[config.mk]
export PLATFORM = sky130hd
export DESIGN_NAME = parking_gate_controller
export DESIGN_NICKNAME = d
export VERILOG_FILES = /design/src/rtl/parking_gate_controller.sv
export SDC_FILE = /design/constraint.sdc
export NUM_CORES = 1
export LEC_CHECK = 0
export CORE_ASPECT_RATIO = 1.1
export CORE_UTILIZATION = 55
export CTS_CLUSTER_SIZE = 25
export DETAILED_ROUTE_END_ITERATION = 10
export HOLD_SLACK_MARGIN = 0.06
export MAX_ROUTING_LAYER = met4
export PLACE_DENSITY = 0.85
export SLEW_MARGIN = 30
export SYNTH_ARGS = -nofsm -noshare
export SYNTH_HDL_FRONTEND = slang
export SYNTH_SLANG_ARGS = --single-unit
export TNS_END_PERCENT = 5
[constraint.sdc]
create_clock -name clock -period 6.6 [get_ports clock]
set_input_delay 1.98 -clock clock [delete_from_list [all_inputs] [get_ports clock]]
set_output_delay 1.98 -clock clock [all_outputs]
set_load 0.1 [all_outputs]
[src/rtl/parking_gate_controller.sv]
// Barrier gate sequencer for a single parking lane: round-robin entry/exit grants,
// capacity enforcement, occupancy count and timed raise/open/lower with obstruction reversal.
module parking_gate_controller #(
    parameter int unsigned CAPACITY     = 8,
    parameter int unsigned CNT_W        = 32,
    parameter int unsigned MOVE_CYCLES  = 50,
    parameter int unsigned OPEN_TIMEOUT = 500
) (
    input  logic             clock,
    input  logic             reset,
    input  logic             req_in,
    input  logic             req_out,
    input  logic             enters,
    input  logic             exits,
    input  logic             lane_busy,
    output logic             motor_up,
    output logic             motor_down,
    output logic             gate_open,
    output logic             dir_out,
    output logic             deny_in,
    output logic             deny_out,
    output logic             full,
    output logic [CNT_W-1:0] count
);

    localparam int unsigned TMax = (OPEN_TIMEOUT > MOVE_CYCLES) ? OPEN_TIMEOUT : MOVE_CYCLES;
    localparam int unsigned TW   = $clog2(TMax + 1);

    typedef enum logic [1:0] {StIdle, StRaise, StOpen, StLower} state_e;

    state_e           state_q, state_d;
    logic [TW-1:0]    timer_q, timer_d;
    logic [CNT_W-1:0] count_q, count_d;
    logic             pend_in_q, pend_in_d;
    logic             pend_out_q, pend_out_d;
    logic             last_q, last_d;
    logic             dir_q, dir_d;
    logic             pass_done_q, pass_done_d;
    logic             deny_in_q, deny_in_d;
    logic             deny_out_q, deny_out_d;
    logic             motor_up_q, motor_up_d;
    logic             motor_down_q, motor_down_d;
    logic             gate_open_q, gate_open_d;

    logic is_full, is_empty, pass, ok_in, ok_out, grant_out;

    assign is_full  = (count_q == CNT_W'(CAPACITY));
    assign is_empty = (count_q == '0);
    assign pass     = dir_q ? exits : enters;

    always_ff @(posedge clock) begin
        if (reset) begin
            state_q      <= StIdle;
            timer_q      <= '0;
            count_q      <= '0;
            pend_in_q    <= 1'b0;
            pend_out_q   <= 1'b0;
            last_q       <= 1'b1;
            dir_q        <= 1'b0;
            pass_done_q  <= 1'b0;
            deny_in_q    <= 1'b0;
            deny_out_q   <= 1'b0;
            motor_up_q   <= 1'b0;
            motor_down_q <= 1'b0;
            gate_open_q  <= 1'b0;
        end else begin
            state_q      <= state_d;
            timer_q      <= timer_d;
            count_q      <= count_d;
            pend_in_q    <= pend_in_d;
            pend_out_q   <= pend_out_d;
            last_q       <= last_d;
            dir_q        <= dir_d;
            pass_done_q  <= pass_done_d;
            deny_in_q    <= deny_in_d;
            deny_out_q   <= deny_out_d;
            motor_up_q   <= motor_up_d;
            motor_down_q <= motor_down_d;
            gate_open_q  <= gate_open_d;
        end
    end

    always_comb begin
        state_d     = state_q;
        timer_d     = timer_q;
        count_d     = count_q;
        pend_in_d   = pend_in_q | req_in;
        pend_out_d  = pend_out_q | req_out;
        last_d      = last_q;
        dir_d       = dir_q;
        pass_done_d = pass_done_q;
        deny_in_d   = 1'b0;
        deny_out_d  = 1'b0;
        ok_in       = 1'b0;
        ok_out      = 1'b0;
        grant_out   = 1'b0;

        if (enters && !exits && !is_full) begin
            count_d = count_q + CNT_W'(1);
        end else if (exits && !enters && !is_empty) begin
            count_d = count_q - CNT_W'(1);
        end

        unique case (state_q)
            StIdle: begin
                ok_in  = pend_in_q && !is_full;
                ok_out = pend_out_q && !is_empty;
                if (pend_in_q && is_full) begin
                    pend_in_d = 1'b0;
                    deny_in_d = 1'b1;
                end
                if (pend_out_q && is_empty) begin
                    pend_out_d = 1'b0;
                    deny_out_d = 1'b1;
                end
                if (ok_in || ok_out) begin
                    // last_q = 1 means exit was served last, so entry wins a tie.
                    grant_out   = ok_out && (!ok_in || !last_q);
                    dir_d       = grant_out;
                    last_d      = grant_out;
                    if (grant_out) pend_out_d = 1'b0;
                    else           pend_in_d  = 1'b0;
                    pass_done_d = 1'b0;
                    timer_d     = TW'(MOVE_CYCLES);
                    state_d     = StRaise;
                end
            end
            StRaise: begin
                if (timer_q == TW'(1)) begin
                    timer_d = TW'(OPEN_TIMEOUT);
                    state_d = StOpen;
                end else begin
                    timer_d = timer_q - TW'(1);
                end
            end
            StOpen: begin
                if (pass) pass_done_d = 1'b1;
                if (!lane_busy && (pass_done_q || pass || timer_q == TW'(1))) begin
                    timer_d = TW'(MOVE_CYCLES);
                    state_d = StLower;
                end else if (timer_q > TW'(1)) begin
                    timer_d = timer_q - TW'(1);
                end
            end
            StLower: begin
                if (lane_busy) begin
                    timer_d = TW'(MOVE_CYCLES);
                    state_d = StRaise;
                end else if (timer_q == TW'(1)) begin
                    timer_d = '0;
                    state_d = StIdle;
                end else begin
                    timer_d = timer_q - TW'(1);
                end
            end
            default: state_d = StIdle;
        endcase
    end

    // Motor and gate outputs are registered from the next state so they track state_q exactly.
    always_comb begin
        motor_up_d   = (state_d == StRaise);
        motor_down_d = (state_d == StLower);
        gate_open_d  = (state_d == StOpen);
    end

    assign motor_up   = motor_up_q;
    assign motor_down = motor_down_q;
    assign gate_open  = gate_open_q;
    assign dir_out    = dir_q;
    assign deny_in    = deny_in_q;
    assign deny_out   = deny_out_q;
    assign full       = is_full;
    assign count      = count_q;

endmodule
# [Word-level counts from Yosys, hierarchy flattened]
# Index checks and enable logic that the tools add are counted.
[op_classes] add_sub_neg=3 order_cmp=1 n_eq_ne=11 n_mux=29 bitwise=3 n_reduce_logical=29
[ops] cell="$mux 32" n=2
[ops] cell="$mux 9" n=6
[ops] cell="$pmux 9 s4" n=1
[ops] cell="$add 32x1->32 const B" n=1
[ops] cell="$eq 32x4->1 const B" n=1
[ops] cell="$logic_not 32->1" n=1
[ops] cell="$sub 32x1->32 const B" n=1
[ops] cell="$mux 1" n=13
[ops] cell="$logic_and 1x1->1" n=10
[ops] cell="$mux 2" n=5
[ops] cell="$eq 9x1->1 const B" n=1
[ops] cell="$gt 9x1->1 const B" n=1
[ops] cell="$sub 9x1->9 const B" n=1
[ops] cell="$eq 2x2->1 const B" n=4
[ops] cell="$pmux 2 s4" n=1
[ops] cell="$logic_not 1->1" n=7
[ops] cell="$eq 2x1->1 const B" n=2
[ops] cell="$logic_or 1x1->1" n=4
[ops] cell="$ne 2x2->1 const B" n=2
[ops] cell="$reduce_and 2->1" n=2
[ops] cell="$reduce_bool 2->1" n=2
[ops] cell="$ne 3x3->1 const B" n=1
[ops] cell="$reduce_and 3->1" n=1
[ops] cell="$logic_not 2->1" n=1
[ops] cell="other kinds (4)" n=5
[totals] ff_bits=53 inputBits=7 out_inout_bits=39 word_cells=89

# [Logic depth before layout (Yosys ltp)]
# Gate-level depths: netlist of run 1.
[logic_depth] word_depth=9 ltp_mapped=16 depth_no_buf=16

# [Least setup slack after synthesis of run 1]
# No wires, ideal clock.
[synth_path] path_kind="input -> register" start="in enters" end="reg count_q[31], in the netlist count[31]" setup_time_ps=128 arrival_ps=5081 required_time_ps=6472 setup_slack_ps=1391 stages=12 path_buffers=1 cell_sequence="clkbuf_1 -> nand2_1 -> ha_1 -> a2111oi_2 -> o21ai_1 -> a311o_1 -> o21bai_2 -> a31oi_2 -> a41oi_4 -> mux2i_1 -> xnor2_1 -> nor2_1"
[synth_between] elab_chain_cells=4 elab_cells_between_ends=7 cone_classes="mux (1); reduce/logical (6)"
[synth_rtl] item="start, declared" line="13" text="input logic enters,"
[synth_rtl] item="$logic_not 1->1" line="100" text="end else if (exits && !enters && !is_empty) begin"
[synth_rtl] item="$logic_and 1x1->1 (2 in series)" line="100"
[synth_rtl] item="$reduce_bool 2->1 (no source line)"
[synth_rtl] item="end signal, assigned" line="69" text="count_q <= count_d;"
[synth_rtl] item="end, declared" line="33" text="logic [CNT_W-1:0] count_q, count_d;"
# Several ways; a longest one is shown, not always the timed one.
# A chain may end at the register's enable or synchronous reset.

# [Final worst setup path of run 1]
[layout_path] start="in exits" end="reg count_q[31], in the netlist count[31]"
[layout_between] elab_chain_cells=4 elab_cells_between_ends=7 cone_classes="mux (1); reduce/logical (6)"
[layout_rtl] item="start, declared" line="14" text="input logic exits,"
[layout_rtl] item="$logic_not 1->1" line="98" text="if (enters && !exits && !is_full) begin"
[layout_rtl] item="$logic_and 1x1->1 (2 in series)" line="98"
[layout_rtl] item="$mux 32 / $reduce_bool 2->1 (equally long branches)"
# Several ways; a longest one is shown, not always the timed one.

==> impl_metrics.env, run 1 <==
export IMPL_leakage_uw=0.00186
export IMPL_largest_reg_flops=32
export IMPL_hp_start="count[18]"
export IMPL_syn_cell_area_um2=3920
export IMPL_clk_latency_ns=0.31
export IMPL_grt_pass1_wl_um=17400
export IMPL_ys_seq_elements=53
export IMPL_yosysSeqAreaShare_pct=27.1
export IMPL_drc=0
export IMPL_ys_top_cells_by_count="64 x nand2_1, 63 x a21oi_1, 53 x dfxtp_1, 48 x nor2_1, 32 x ha_1"
export IMPL_cts_max_path_buffers=2
export IMPL_rsz0062_at_grt="no"
export IMPL_dr_pass1_iters=4
export IMPL_fin_ws_ns=0.998
export IMPL_synth_cell_types=64
export IMPL_reg2reg_from="count[0]"
export IMPL_cts_tree="done"
export IMPL_synth_async_reset_ratio_pct=0
export IMPL_drive_gt1_share_pct=4.88
export IMPL_die_h_um=90.5
export IMPL_path_class="input pin to flop"
export IMPL_yosysWarnings=0
export IMPL_relSlewSlack_pct=34.6
export IMPL_gp_congestion=0.955
export IMPL_power_density_nw_per_um2=461
export IMPL_cts_hold_fix_buffers=0
export IMPL_avgSynthCellArea_um2=7.59
export IMPL_synth_flop_cell="dfxtp_1"
export IMPL_drv_cap=0
export IMPL_setup_tns_ns=0
export IMPL_grt_antenna_before_repair=0
export IMPL_hold_ws_ns=0.493
export IMPL_grt_max_degree=56
export IMPL_wl_per_cell_um=16.1
export IMPL_fp_dieW_um=82.4
export IMPL_status="completed"
export IMPL_hold_end="count[18]"
export IMPL_fin_crit_sh_pct=84.9
export IMPL_start_util_pct=58.0
export IMPL_core_um2=6750
export IMPL_nNetsFinal=592
export IMPL_htreeDepth=2
export IMPL_viasPerCell=6.34
export IMPL_synth_edf_count=0
export IMPL_yosysTopAreaCell="dfxtp_1"
export IMPL_cp_end_kind="flop"
export IMPL_fin_skew_ns=0.00761
export IMPL_row_count=31
export IMPL_antennaDiodeCount=0
export IMPL_clk_pin_slew_ns=0.09
export IMPL_track_usage_pct=29.8
export IMPL_yosys_top_cells_area="dfxtp_1 27%, ha_1 10%, a21oi_1 8.1%"
export IMPL_vdd_ir_drop_worst_uv=281
export IMPL_io_pin_count=46
export IMPL_area_growth_pct=15.7
export IMPL_cp_startpoint="exits"
export IMPL_cp_arrival_ns=5.79
export IMPL_ant_nets=0
export IMPL_routed_wl_um=10200
export IMPL_fin_crit_ns=5.60
export IMPL_post_dp_hpwl_um=7270
export IMPL_critPathLaunchType="input pin"
export IMPL_holdPathStages=2
export IMPL_cts_resized=0
export IMPL_cts_made_buffers=5
export IMPL_netlist_instances=516
export IMPL_final_setup_viol_count=0
export IMPL_dp_slack_ns=0.768
export IMPL_timing_rr_end="count[31]"
export IMPL_maxSlewViolCount=0
export IMPL_clock_fmax_mhz=179
export IMPL_worst_r2r_path_depth=15
export IMPL_worstMarginPinSlew_ns=0.978
export IMPL_fill_cells=602
export IMPL_hold_class="flop to flop"
export IMPL_ff2ff_setup_slack_ns=2.08
export IMPL_critical_path_max_fanout=20
export IMPL_yosysMostFrequentCell="nand2_1"
export IMPL_synth_fp_nets=556
export IMPL_cts_root_buf="clkbuf_8"
export IMPL_synth_top_cell_area_share_pct=27.1
export IMPL_cts_setup_buffers=0
export IMPL_grt_pass1_vias=3941
export IMPL_die_area_um2=7460
export IMPL_hold_violations=0
export IMPL_overflow=0
export IMPL_vias=4026
export IMPL_drt_iter0_drc=230
export IMPL_clock_sinks=53
export IMPL_port_buffers=45
export IMPL_cp_required_ns=6.79
==> where the power goes <==
part	total (uW)	leakage, uW	switching, uW	internal, uW
Sequential	469	0.000437	82.2	387
Combinational	1380	0.00137	915	467
Clock	236	0.0000574	112	123
Total	2090	0.00186	1110	977
==> metal layers <==
metal  wire (um)  global-route usage [%]
met1        4350                    34.4
met3         487                    4.34
met5           0                       -
met2        5120                    49.9
met4         283                    13.3
==> final cells by class <==
type | count | area, um2 | area share [%]
Multi-Input combinational cell | 425 | 2700 | 59.7
Sequential cell | 53 | 1060 | 23.4
Timing Repair Buffer | 49 | 475 | 10.5
Tap cell | 82 | 103 | 2.27
Clock buffer | 6 | 82.6 | 1.82
Inverter | 18 | 67.6 | 1.49
Clock inverter | 2 | 37.5 | 0.829
==> worst max path at each step <==
| stage | end | slack [ns] | cells past startpoint |
|---|---|---|---|
| final | count[31] | 1.0 | 13 |
| after detailed placement | count[31] | 0.77 | 13 |
| after CTS | count[31] | 1.08 | 13 |
| after floorplan | count[31] | 1.39 | 12 |
| after global routing | count[19] | 0.69 | 13 |
| after global placement | count[31] | 0.93 | 12 |
==> cell usage in the layout, fill, tap and decap left out, types with 8 or more instances in the layout <==
master	netlist	final
inv_1	18	18
dfxtp_1	53	53
a21oi_1	63	63
xnor2_1	18	18
nor3_1	16	16
or3_1	8	8
nand2_1	64	64
a211oi_1	12	12
nor4_1	11	11
clkdlybuf4s50_1	0	44
a21o_1	13	13
nor2_1	48	48
ha_1	32	32
nand3_1	8	8
o21ai_0	28	28
==> per-stage QoR <==
step | util [%] | area [um2] | cells | power [uW]
floorplan | - | 3920 | 516 | 1550
global placement | 65.3 | 4410 | 627 | 1800
detailed placement | 65.3 | 4410 | 627 | 1830
CTS | 67.1 | 4530 | 635 | 2080
global route | 67.1 | 4530 | 635 | 2220
finish | 67.1 | 4530 | 635 | 2090
==> logic make-up after synthesis <==
logic type / Yosys count / synth area share [%]
compound gates: 175 / 28.9
xor+xnor: 25 / 5.59
fa+ha+maj: 33 / 10.7
buf+inv: 38 / 3.99
flops: 53 / 27.1
mux: 2 / 0.543
simple gates: 190 / 23.1
==> critical path, cell delays in order <==
cell and delay (ns):
clkdlybuf4s50_1 0.47, a21oi_1 0.20, nand2_1 0.54, ha_1 0.62, a2111oi_2 0.40, o21ai_1 0.12, a311o_1 0.36, o21bai_2 0.17
a31oi_2 0.17, a41oi_4 0.31, mux2i_1 0.25, xnor2_1 0.13, nor2_1 0.05
Power figures use the tool's default switching activity.
==> run 2, diff against run 1 <==
Settings changed: CORE_UTILIZATION 55 to 51, PLACE_DENSITY 0.85 to 0.83.
Clock period 6.6 ns to 4.8 ns, I/O delays scaled along.
==> run 2 against run 1 <==
- non-clock buffer count increased by 15
- power is 36% higher
- flip-flop and latch count is the same
- combinational power rose by 39%
- clock skew rose by 0.0029 ns
- register-to-register slack got worse by 1.2 ns
- clock-buffer cell count down 1
- utilization is 4.8 points lower
- cell count is 3.1% higher
- die area increased by 7.7%
- worst setup slack got worse by 0.64 ns
- critical path type unchanged
==> impl_metrics.env, run 2 (synthesized netlist as in run 1, its figures left out) <==
export IMPL_die_area_um2=8030
export IMPL_antennaDiodeCount=0
export IMPL_hold_class="flop to flop"
export IMPL_setup_tns_ns=0
export IMPL_port_buffers=45
export IMPL_crit_path_end="count[31]"
export IMPL_cts_resized=0
export IMPL_ant_nets=0
export IMPL_power_uw=2840
export IMPL_grt_antenna_before_repair=0
export IMPL_drc=0
export IMPL_layout_commonest_cell="nand2_1"
export IMPL_nNetsFinal=607
export IMPL_largest_reg_flops=32
export IMPL_final_setup_viol_count=0
export IMPL_leakage_uw=0.00193
export IMPL_maxSlewViolCount=0
export IMPL_worst_path_stages=14
export IMPL_grt_max_degree=30
export IMPL_status="completed"
export IMPL_final_cell_mix="64 x nand2_1, 63 x a21oi_1, 53 x dfxtp_1"
export IMPL_slowest_delay_ns=0.49
export IMPL_cts_root_buf="clkbuf_8"
export IMPL_clock_fmax_mhz=225
export IMPL_crit_family="compound AO/OA/AOI/OAI gates"
export IMPL_critical_path_max_fanout=18
export IMPL_core_um2=7430
export IMPL_power_density_nw_per_um2=613
export IMPL_clk_latency_ns=0.32
export IMPL_post_dp_cell_area_um2=4540
export IMPL_cp_end_kind="flop"
export IMPL_fin_ws_ns=0.359
export IMPL_critPathLaunchType="input pin"
export IMPL_overflow=0
export IMPL_cp_startpoint="exits"
export IMPL_track_usage_pct=26.2
export IMPL_crit_slowest_cell="clkdlybuf4s50_1"
export IMPL_vias=3984
export IMPL_path_class="input pin to flop"
export IMPL_final_area_um2=4630
export IMPL_clock_sinks=53
export IMPL_fin_skew_ns=0.0105
export IMPL_reg2reg_from="count[0]"
export IMPL_fin_crit_ns=4.44
export IMPL_viasPerCell=6.08
export IMPL_fin_crit_sh_pct=92.5
export IMPL_routed_wl_um=10100
export IMPL_cts_setup_buffers=0
export IMPL_wl_per_cell_um=15.4
export IMPL_worstMarginPinSlew_ns=0.978
export IMPL_gp_congestion=0.958
export IMPL_htreeDepth=2
export IMPL_grt_pass1_wl_um=16800
export IMPL_io_pin_count=46
export IMPL_cp_required_ns=5.00
export IMPL_clk_pin_slew_ns=0.10
export IMPL_relSlewSlack_pct=34.6
export IMPL_cts_hold_fix_buffers=0
export IMPL_drt_iter0_drc=195
export IMPL_final_util_pct=62.3
export IMPL_drive_gt1_share_pct=7.57
export IMPL_dr_pass1_iters=5
export IMPL_dp_slack_ns=0.0290
export IMPL_cts_made_buffers=5
export IMPL_cts_max_path_buffers=2
export IMPL_cts_tree="done"
export IMPL_die_h_um=93.9
export IMPL_rsz0062_at_grt="no"
export IMPL_timing_rr_end="count[31]"
export IMPL_cp_arrival_ns=4.64
export IMPL_cp_num_buf_inv=2
export IMPL_vdd_ir_drop_worst_uv=372
export IMPL_row_count=33
export IMPL_path_cells="clkdlybuf4s50_1, a21oi_1, nand2_1, buf_12, ha_1, a2111oi_2, o21ai_1, a311o_1, o21bai_2, a31oi_2, a41oi_4, mux2i_1, xnor2_1, nor2_1"
export IMPL_drv_cap=0
export IMPL_fp_dieW_um=85.5
export IMPL_ff2ff_setup_slack_ns=0.90
export IMPL_start_util_pct=52.7
export IMPL_post_dp_hpwl_um=7560
export IMPL_grt_pass1_vias=3744
export IMPL_area_growth_pct=18.2
export IMPL_hold_violations=0
export IMPL_hp_start="count[18]"
export IMPL_worst_r2r_path_depth=16
run 2: cell types whose count changed in the layout (fill, tap and decap cells not counted), sizes merged:
cell           change
buf               +16
clkinv             +3
bufinv             -1
clkbuf             -1
clkdlybuf4s50      -1
clkinvlp           -1
run 2: worst min path at each step:
stage	depth (start not counted)	endpoint
finish	2	count[18]
global route	1	last_q
CTS	1	last_q
detailed placement	1	last_q
global placement	1	last_q
floorplan	1	last_q
run 2: cell type report:
class | instances | area (um2)
Clock buffer | 5 | 68.8
Timing Repair Buffer | 64 | 598
Sequential cell | 53 | 1060
Fill cell | 659 | 2800
Inverter | 18 | 67.6
Tap cell | 87 | 109
Clock inverter | 3 | 22.5
Multi-Input combinational cell | 425 | 2700
run 2: tightest hold or removal path, stage by stage (launching register included):
cell	delay, ns
dfxtp_1	0.35
nand2_1	0.06
a21oi_1	0.05
run 2: where the power goes:
part | switching [uW] | internal [uW]
logic | 1240 | 682
registers | 119 | 531
clock network | 160 | 104
total | 1520 | 1320
run 2: routing by layer:
layer  track usage [%]  up-vias  wire length, um
met5                 -        -                0
met4              9.17        0              177
met3              2.64       17              430
met2              45.6      122             4960
met1              31.7     1852             4530
li1                  -     1993                -
run 2: per-stage QoR:
stage	instances	hold WS (ns)
4_1_cts	655	0.503
5_1_grt	655	0.523
3_5_place_dp	647	0.478
3_3_place_gp	647	0.466
6_report	655	0.504
2_1_floorplan	516	0.452
==> run 3, diff against run 2 <==
Settings changed: CORE_MARGIN set to 5.
==> run 3 against run 2 <==
- sequential power barely moved
- design area rose by 1.0%
- clock skew fell by 0.0017 ns
- sequential share of layout area fell by 0.23 points
- first-iteration DRC count fell by 18%
- highest routed layer unchanged
- critical path depth did not move
- clock power rose by 23%
- cell count rose by 2.9%
- fmax fell by 0.88%
- clock-buffer cell count rose by 1
==> impl_metrics.env, run 3 (synthesized netlist as in run 1, its figures left out) <==
export IMPL_status="completed"
export IMPL_slowest_delay_ns=0.46
export IMPL_grt_pass1_vias=3900
export IMPL_fin_crit_ns=4.48
export IMPL_drc=0
export IMPL_fin_crit_sh_pct=93.3
export IMPL_fin_skew_ns=0.00879
export IMPL_post_dp_hpwl_um=7670
export IMPL_worstMarginPinSlew_ns=0.980
export IMPL_cts_hold_fix_buffers=0
export IMPL_rsz0062_at_grt="no"
export IMPL_maxSlewViolCount=0
export IMPL_hold_class="flop to flop"
export IMPL_wl_met1_um=4580
export IMPL_die_h_um=102
export IMPL_relSlewSlack_pct=34.5
export IMPL_power_uw=2900
export IMPL_area_growth_pct=19.4
export IMPL_clk_pin_slew_ns=0.10
export IMPL_vdd_ir_drop_worst_uv=349
export IMPL_grt_antenna_before_repair=0
export IMPL_start_util_pct=52.4
export IMPL_clock_sinks=53
export IMPL_dr_pass1_iters=5
export IMPL_row_count=33
export IMPL_cp_end_kind="flop"
export IMPL_cp_arrival_ns=4.66
export IMPL_grt_max_degree=41
export IMPL_crit_family="compound AO/OA/AOI/OAI gates"
export IMPL_hold_ws_ns=0.498
export IMPL_highest_layer="met4"
export IMPL_final_setup_viol_count=0
export IMPL_gp_congestion=0.896
export IMPL_critPathLaunchType="input pin"
export IMPL_htreeDepth=2
export IMPL_drt_iter0_drc=159
export IMPL_setup_tns_ns=0
export IMPL_ant_nets=0
export IMPL_cp_required_ns=4.98
export IMPL_cts_tree="done"
export IMPL_viasPerCell=6.00
export IMPL_cts_setup_buffers=0
export IMPL_path_class="input pin to flop"
export IMPL_dr_wl_met2_um=5090
export IMPL_met3_wirelength_um=518
export IMPL_drv_cap=0
export IMPL_final_cell_mix="64 x nand2_1, 63 x a21oi_1, 53 x dfxtp_1"
export IMPL_antennaDiodeCount=0
export IMPL_power_density_nw_per_um2=620
export IMPL_io_pin_count=46
export IMPL_grt_pass1_wl_um=17500
export IMPL_seq_area_um2=1060
export IMPL_critical_path_max_fanout=8
export IMPL_multi_input_area_um2=2700
export IMPL_nNetsFinal=608
export IMPL_largest_reg_flops=32
export IMPL_clock_fmax_mhz=223
export IMPL_die_area_um2=9530
export IMPL_cts_resized=0
export IMPL_hold_violations=0
export IMPL_cts_max_path_buffers=2
export IMPL_clk_latency_ns=0.31
export IMPL_drive_gt1_share_pct=7.73
export IMPL_cts_root_buf="clkbuf_8"
export IMPL_routed_wl_um=10400
export IMPL_cp_num_buf_inv=2
export IMPL_layout_commonest_cell="nand2_1"
export IMPL_fill_cells=673
export IMPL_cts_made_buffers=5
export IMPL_crit_slowest_cell="clkdlybuf4s50_1"
export IMPL_fp_dieW_um=93.5
export IMPL_wl_per_cell_um=15.5
export IMPL_port_buffers=45
export IMPL_core_um2=7470
export IMPL_track_usage_pct=22.9
export IMPL_leakage_uw=0.00194
export IMPL_overflow=0
export IMPL_vias=4042
export IMPL_path_cells="clkdlybuf4s50_1, a21oi_1, nand2_1, buf_4, ha_1, o21a_1, a211oi_1, nor3_1, o21bai_2, a31oi_2, a41oi_4, mux2i_1, xnor2_1, nor2_1"
-- run 3: worst reg2reg max path, delay by kind of cell (launching register included) --
family,cells,cell delay (ns)
and+or+nand+nor,6,1.39
AOI/OAI and AO/OA,6,1.27
DFF,1,0.37
adders and majority gates,1,0.30
buffers and inverters,1,0.28
muxes,1,0.26
xor gates and xnor gates,1,0.14
-- run 3: where the power goes --
group / leakage [uW] / internal, uW / switching, uW / total, uW
Clock: 0.0000574 / 170 / 156 / 326
Sequential: 0.000437 / 532 / 119 / 651
Combinational: 0.00144 / 678 / 1240 / 1920
Total: 0.00194 / 1380 / 1520 / 2900
-- run 3: path summary, 6_finish.rpt --
| path | cells past startpoint | start | end | slack (ns) |
|---|---|---|---|---|
| worst max-delay path | 14 | exits | count[31] | 0.32 |
| worst min-delay path | 2 | count[18] | count[18] | 0.50 |
| worst max register to register | 16 | count[0] | count[31] | 0.68 |
| worst min register to register | 2 | count[18] | count[18] | 0.50 |
-- run 3: final cells by class --
cell class	instances	area share [%]
multi-input cells	425	57.8
clock buffers	6	1.77
inverters	18	1.45
flip-flops and latches	53	22.7
clock inverters	2	0.803
repair buffers	65	12.7
well taps	105	2.81
-- run 3: per-stage QoR --
stage | util [%] | instances | cell area [um2] | setup WS [ns]
detailed placement | 60.9 | 666 | 4550 | 0.0157
CTS | 62.5 | 674 | 4670 | 0.338
floorplan | - | 516 | 3920 | 0.131
global route | 62.5 | 674 | 4670 | 0.0477
global placement | 60.9 | 666 | 4550 | 0.132
finish | 62.5 | 674 | 4670 | 0.320
-- run 3: routing by layer --
layer | GRT usage [%] | vias up
met1 | 27.7 | 1912
met5 | - | -
li1 | - | 1989
met4 | 7.89 | 0
met3 | 3.31 | 22
met2 | 39.2 | 119
